===== src/rtl/mode_sel_pkg.sv =====
// Shared types, default mode-to-select table and helpers for the mode select sequencer.
package mode_sel_pkg;

    typedef enum logic [1:0] {
        ST_IDLE   = 2'd0,
        ST_ACTIVE = 2'd1,
        ST_BREAK  = 2'd2
    } state_e;

    // Entry m (LSB first) is the select index for mode m: modes 0,1->0, 2->1, 3->2.
    localparam logic [7:0] DEF_SEL_MAP = {2'd2, 2'd1, 2'd0, 2'd0};

    function automatic int mode_w(input int n);
        return (n > 1) ? $clog2(n) : 1;
    endfunction

    function automatic logic [31:0] onehot(input int idx, input int width);
        logic [31:0] v;
        v = '0;
        if (idx >= 0 && idx < width && idx < 32)
            v = 32'd1 << idx;
        return v;
    endfunction

endpackage


===== src/rtl/dead_time_counter.sv =====
// Loadable 8-bit down-counter that times the all-off gap between two selects.
module dead_time_counter (
    input  logic       clk,
    input  logic       reset,
    input  logic       i_load,
    input  logic [7:0] i_load_val,
    input  logic       i_en,
    output logic       o_zero
);

    logic [7:0] r_cnt;

    always_ff @(posedge clk) begin
        if (reset)
            r_cnt <= '0;
        else if (i_load)
            r_cnt <= i_load_val;
        else if (i_en && r_cnt != 8'd0)
            r_cnt <= r_cnt - 8'd1;
    end

    assign o_zero = (r_cnt == 8'd0);

endmodule


===== src/rtl/mode_select_sequencer.sv =====
// Mode request -> registered one-hot select with break-before-make dead time.
// Optional MODE_SEL_FORCE_OFF_EN adds a force_off input that sequences the selects off to IDLE.
module mode_select_sequencer
    import mode_sel_pkg::*;
#(
    parameter int NUM_MODES   = 4,
    parameter int NUM_SEL     = 3,
    parameter int DEAD_CYCLES = 2,
    parameter logic [NUM_MODES*$clog2(NUM_SEL)-1:0] SEL_MAP = DEF_SEL_MAP
) (
    input  logic                           clk,
    input  logic                           reset,
`ifdef MODE_SEL_FORCE_OFF_EN
    input  logic                           force_off,
`endif
    input  logic [mode_w(NUM_MODES)-1:0]   Mode_input,
    input  logic                           mode_valid,
    output logic                           mode_ready,
    output logic [NUM_SEL-1:0]             select,
    output logic [mode_w(NUM_MODES)-1:0]   cur_mode,
    output logic                           busy,
    output logic                           mode_err
);

    localparam int MODE_W    = mode_w(NUM_MODES);
    localparam int SEL_W     = $clog2(NUM_SEL);
    localparam int MAP_DEPTH = 1 << MODE_W;
    localparam logic [MODE_W:0] NUM_MODES_V = NUM_MODES[MODE_W:0];
    localparam logic [7:0]      DEAD_LOAD   = 8'(DEAD_CYCLES - 1);

    if (DEAD_CYCLES < 1 || DEAD_CYCLES > 255) begin : g_bad_dead
        $error("DEAD_CYCLES must be in 1..255");
    end
    if (NUM_SEL < 2) begin : g_bad_nsel
        $error("NUM_SEL must be at least 2");
    end

    // Pad the table to the full code space so any Mode_input value indexes safely.
    logic [SEL_W-1:0] w_map [MAP_DEPTH];
    for (genvar m = 0; m < MAP_DEPTH; m++) begin : g_map
        if (m < NUM_MODES) begin : g_legal
            if (int'(SEL_MAP[m*SEL_W +: SEL_W]) >= NUM_SEL) begin : g_bad_entry
                $error("SEL_MAP entry out of range");
            end
            assign w_map[m] = SEL_MAP[m*SEL_W +: SEL_W];
        end else begin : g_pad
            assign w_map[m] = '0;
        end
    end

    state_e              r_state;
    logic [NUM_SEL-1:0]  r_sel;
    logic [MODE_W-1:0]   r_cur_mode;
    logic                r_err;
    logic [SEL_W-1:0]    r_tgt;
    logic [MODE_W-1:0]   r_tgt_mode;
    logic                r_tgt_none;

    logic                w_force_off;
    logic                w_ready;
    logic                w_acc;
    logic                w_legal;
    logic [SEL_W-1:0]    w_tgt;
    logic [31:0]         w_oh_req;
    logic [31:0]         w_oh_lat;
    logic                w_same;
    logic                w_start_break;
    logic                w_zero;

`ifdef MODE_SEL_FORCE_OFF_EN
    assign w_force_off = force_off;
`else
    assign w_force_off = 1'b0;
`endif

    assign w_ready  = (r_state == ST_IDLE || r_state == ST_ACTIVE) && !w_force_off;
    assign w_acc    = mode_valid && w_ready;
    assign w_legal  = ({1'b0, Mode_input} < NUM_MODES_V);
    assign w_tgt    = w_map[Mode_input];
    assign w_oh_req = onehot(int'(w_tgt), NUM_SEL);
    assign w_oh_lat = onehot(int'(r_tgt), NUM_SEL);
    assign w_same   = (r_sel == w_oh_req[NUM_SEL-1:0]);

    assign w_start_break = (r_state == ST_ACTIVE) &&
                           (w_force_off || (w_acc && w_legal && !w_same));

    dead_time_counter u_dead (
        .clk        (clk),
        .reset      (reset),
        .i_load     (w_start_break),
        .i_load_val (DEAD_LOAD),
        .i_en       (r_state == ST_BREAK),
        .o_zero     (w_zero)
    );

    always_ff @(posedge clk) begin
        if (reset) begin
            r_state    <= ST_IDLE;
            r_sel      <= '0;
            r_cur_mode <= '0;
            r_err      <= 1'b0;
            r_tgt      <= '0;
            r_tgt_mode <= '0;
            r_tgt_none <= 1'b0;
        end else begin
            r_err <= w_acc && !w_legal;
            unique case (r_state)
                ST_IDLE: begin
                    if (w_acc && w_legal) begin
                        r_state    <= ST_ACTIVE;
                        r_sel      <= w_oh_req[NUM_SEL-1:0];
                        r_cur_mode <= Mode_input;
                    end
                end
                ST_ACTIVE: begin
                    if (w_force_off) begin
                        r_state    <= ST_BREAK;
                        r_sel      <= '0;
                        r_tgt_none <= 1'b1;
                    end else if (w_acc && w_legal) begin
                        if (w_same) begin
                            r_cur_mode <= Mode_input;
                        end else begin
                            r_state    <= ST_BREAK;
                            r_sel      <= '0;
                            r_tgt      <= w_tgt;
                            r_tgt_mode <= Mode_input;
                            r_tgt_none <= 1'b0;
                        end
                    end
                end
                ST_BREAK: begin
                    if (w_zero) begin
                        if (r_tgt_none || w_force_off) begin
                            r_state <= ST_IDLE;
                        end else begin
                            r_state    <= ST_ACTIVE;
                            r_sel      <= w_oh_lat[NUM_SEL-1:0];
                            r_cur_mode <= r_tgt_mode;
                        end
                    end else if (w_force_off) begin
                        r_tgt_none <= 1'b1;
                    end
                end
                default: r_state <= ST_IDLE;
            endcase
        end
    end

    assign mode_ready = w_ready;
    assign select     = r_sel;
    assign cur_mode   = r_cur_mode;
    assign busy       = (r_state == ST_BREAK);
    assign mode_err   = r_err;

endmodule


===== config.mk =====
export PLATFORM = sky130hd
export DESIGN_NAME = mode_select_sequencer
export DESIGN_NICKNAME = d
export VERILOG_FILES = /design/src/rtl/mode_sel_pkg.sv /design/src/rtl/dead_time_counter.sv /design/src/rtl/mode_select_sequencer.sv
export SDC_FILE = /design/constraint.sdc
export NUM_CORES = 1
export LEC_CHECK = 0
export CORE_MARGIN = 3
export CORE_UTILIZATION = 45
export DETAILED_ROUTE_END_ITERATION = 10
export GPL_TIMING_DRIVEN = 1
export PLACE_DENSITY_LB_ADDON = 0.15
export SLEW_MARGIN = 25
export SYNTH_ARGS = -nofsm -noshare
export SYNTH_HDL_FRONTEND = slang
export SYNTH_HIERARCHICAL = 1
export SYNTH_SLANG_ARGS = --single-unit

===== constraint.sdc =====
create_clock -name clk -period 6.83 [get_ports clk]
set_clock_uncertainty 0.2 [all_clocks]
set_input_delay 1.366 -clock clk [delete_from_list [all_inputs] [get_ports clk]]
set_output_delay 1.366 -clock clk [all_outputs]
set_load 0.05 [all_outputs]

==> summary.md <==
| Metric | Value |
|---|---|
| Endpoints failing hold | `0` |
| Clock Sinks | `19` |
| Total gr overflow | `0` |
| Flip-flop and latch count after synthesis | `19` |
| ANT cells | `0` |
| Routed Antenna Nets | `0` |
| Worst hold path depth | `2` |
| Arrival time worst endpoint | `3810 ps` |
| Critical Path RT | `6810 ps` |
| Startpoint types | `primary input` |
| Overall fraction of global-route tracks in use | `0.199` |
| First-pass GRT wire length | `5.36 mm` |
| Power density over the cells | `405 nW/um^2` |
| Clock-pin slew on the worst setup and hold paths | `110 ps` |
| Placer Congestion | `0.880` |
| Leading cell type in the layout, fill and taps excluded | `dfxtp_1` |
| Setup-violating endpoint count in the final report | `0` |
| Antenna violations before repair | `0` |
| Clk_lat worst skew | `310 ps` |
| Reg2reg setup slack | `4180 ps` |
| Number of buffers added to fix hold violations after cts | `0` |
| Worst IR drop on VDD | `0.255 mV` |
| Reported max-cap violation count | `0` |
| Worst Hold Endpoint | `r_tgt_mode[0]` |
| Library cell used as clock root buffer | `clkbuf_4` |
| Worst-case headroom to the max-slew limit | `0.480` |
| Horizontal die dimension | `60.1 um` |
| Worst setup path startpoint | `Mode_input[0]` |
| Worst min path class | `reg -> reg` |
| Final Net Count | `178` |
| Post-synth design cell area | `1320 sq um` |
| Placeable core area | `2640 sq um` |
| Area of the die | `3610 sq um` |
| Transition time at the pin with the least slew margin | `776 ps` |
| Number of global-route vias before repair | `1170` |
| Clock period minus worst slack | `3830 ps` |
| Worst reg2reg path endpoint | `u_dead/r_cnt[1]` |
| Count of flip-flops with a built-in enable after synthesis | `0` |
| Number of I/O pins | `13` |
| Drc violations | `0` |
| Area growth, synth to finish | `13.6%` |
| Minimum setup slack in the final design | `3000 ps` |
| Start-to-end type of the worst setup path | `in -> reg` |
| Setup TNS | `0 ps` |
| Count of distinct cell types in the synthesized netlist | `53` |
| Source of the worst register-to-register timing path | `r_state[1]` |
| Critical path capture point type | `flip-flop` |
| Final max-slew violation count | `0` |
| Vias per Instance | `6.04` |
| Post-DR wirelength/cell | `15.5 um` |
| Number of buffers inserted during clock tree synthesis | `3` |
| Number of synthesis warnings | `6` |
| DP HPWL | `2.24 mm` |
| Start point of the worst hold path | `r_tgt_mode[0]` |
| Maximum root-to-sink buffer count | `2` |
| Average footprint of a synthesized cell | `8.89 sq um` |
| Pin count of the biggest net entering global routing | `20` |
| Fraction of final layout cells with drive strength greater than 1 | `0.133` |
| Initial standard-cell utilization of the core | `0.500` |
| Unrepaired setup endpoints after global routing | `no` |
| H-Tree Depth | `1` |
| Largest driver fanout on the critical path | `13` |
| Detailed-routing iteration count for the pre-antenna-repair pass | `4` |
| Setup fix buffers added after clock tree synthesis | `0` |
| Main flop type after synthesis | `dfxtp_1` |
| Share of the clock period used by the worst path | `0.561` |
| PortBufs | `11` |
| DRT iter0 DRCs | `40` |
| Vias after detailed routing | `1177` |
| Number of cells upsized or downsized after cts | `0` |
| Result of the run | `finished clean` |
| R2R cell count | `7` |
| Max frequency | `261 MHz` |
| Number of instances in the synthesized netlist | `148` |
| Share of the yosys chip area belonging to registers | `0.289` |
| Setup WS pre-CTS | `2700 ps` |
| CTS tree | `done` |
| Async SR Flop Fraction | `0` |
| Rows | `18` |
| Chip Height | `60.1 um` |
| Highest-count cells in the layout ignoring fill and taps | `19 x dfxtp_1, 11 x clkdlybuf4s50_1, 10 x inv_1, 10 x nor2_1, 10 x a21oi_1` |
| Static power due to leakage | `0.547 nW` |
| Total length of routed wires | `3.03 mm` |
## per-stage QoR
step | hold WS, ps | utilization | std cells | cell area, sq um | power (mW)
3_5_place_dp | 276 | 0.557 | 191 | 1470 | 0.545
4_1_cts | 293 | 0.567 | 195 | 1500 | 0.607
3_3_place_gp | 272 | 0.557 | 191 | 1470 | 0.538
2_1_floorplan | 248 | - | 155 | 1340 | 0.456
6_report | 289 | 0.567 | 195 | 1500 | 0.605
5_1_grt | 332 | 0.567 | 195 | 1500 | 0.655
## power breakdown
part | internal, mW | total [mW] | switching [mW]
sequential | 0.144 | 0.183 | 0.0394
clock | 0.0219 | 0.0604 | 0.0385
combinational | 0.148 | 0.362 | 0.214
total | 0.313 | 0.605 | 0.292
## Yosys cell counts, types with 3 or more instances
cell type | n | area (sq um)
a21oi_1 | 10 | 50.1
o211a_1 | 3 | 30.0
mux2i_1 | 5 | 50.1
o211ai_1 | 4 | 30.0
inv_1 | 10 | 37.5
nand4_1 | 4 | 25.0
o21ai_0 | 7 | 35.0
or4_1 | 3 | 22.5
dfxtp_1 | 19 | 380
a311oi_1 | 3 | 26.3
xnor2_1 | 3 | 26.3
ha_1 | 7 | 87.6
nor2_1 | 10 | 37.5
clkbuf_1 | 3 | 11.3
nand2_1 | 4 | 15.0
nand4b_1 | 3 | 26.3
o31ai_1 | 4 | 30.0
nor3b_1 | 3 | 22.5
## registers in the layout, summed over array words and instances (netlist names)
signal / flops
r_tgt_mode: 2
cur_mode: 2
r_state: 2
select: 3
r_tgt: 2
u_dead/r_cnt: 8
## kinds of logic after synthesis
logic type	after synthesis	synth area share
and+or+nand+nor	50	0.252
xor gates and xnor gates	3	0.0200
adders and majority gates	7	0.0665
other	2	0.00571
buffers and inverters	16	0.0485
DFF	19	0.289
muxes	6	0.0494
AOI/OAI and AO/OA	45	0.269
## how the worst max path moves through the flow
| stage | to | slack, ps |
|---|---|---|
| floorplan | u_dead/r_cnt[2] | 3700 |
| global placement | u_dead/r_cnt[1] | 2850 |
| detailed placement | u_dead/r_cnt[6] | 2700 |
| CTS | busy | 2990 |
| global route | u_dead/r_cnt[6] | 2780 |
| finish | u_dead/r_cnt[1] | 3000 |
## cell type report
cell class / instances / area, sq um
Clock inverter: 1 / 5.00
Clock buffer: 3 / 22.5
Inverter: 11 / 41.3
Fill cell: 249 / 1140
Sequential cell: 19 / 380
Tap cell: 30 / 37.5
Multi-Input combinational cell: 120 / 898
Timing Repair Buffer: 11 / 110
## metal layers
metal,GRT usage,part of all wire
met3,0.0454,0.039
met5,0,0
met4,0.0759,0.013
met1,0.259,0.48
met2,0.316,0.47
## critical path, cell delays in order
cell             delay, ps
clkdlybuf4s50_1        570
nand4bb_1              330
a21oi_4                120
nor3_2                 650
clkinv_1               460
nand4b_1               210
o211ai_1               100
Power figures use the tool's default switching activity.
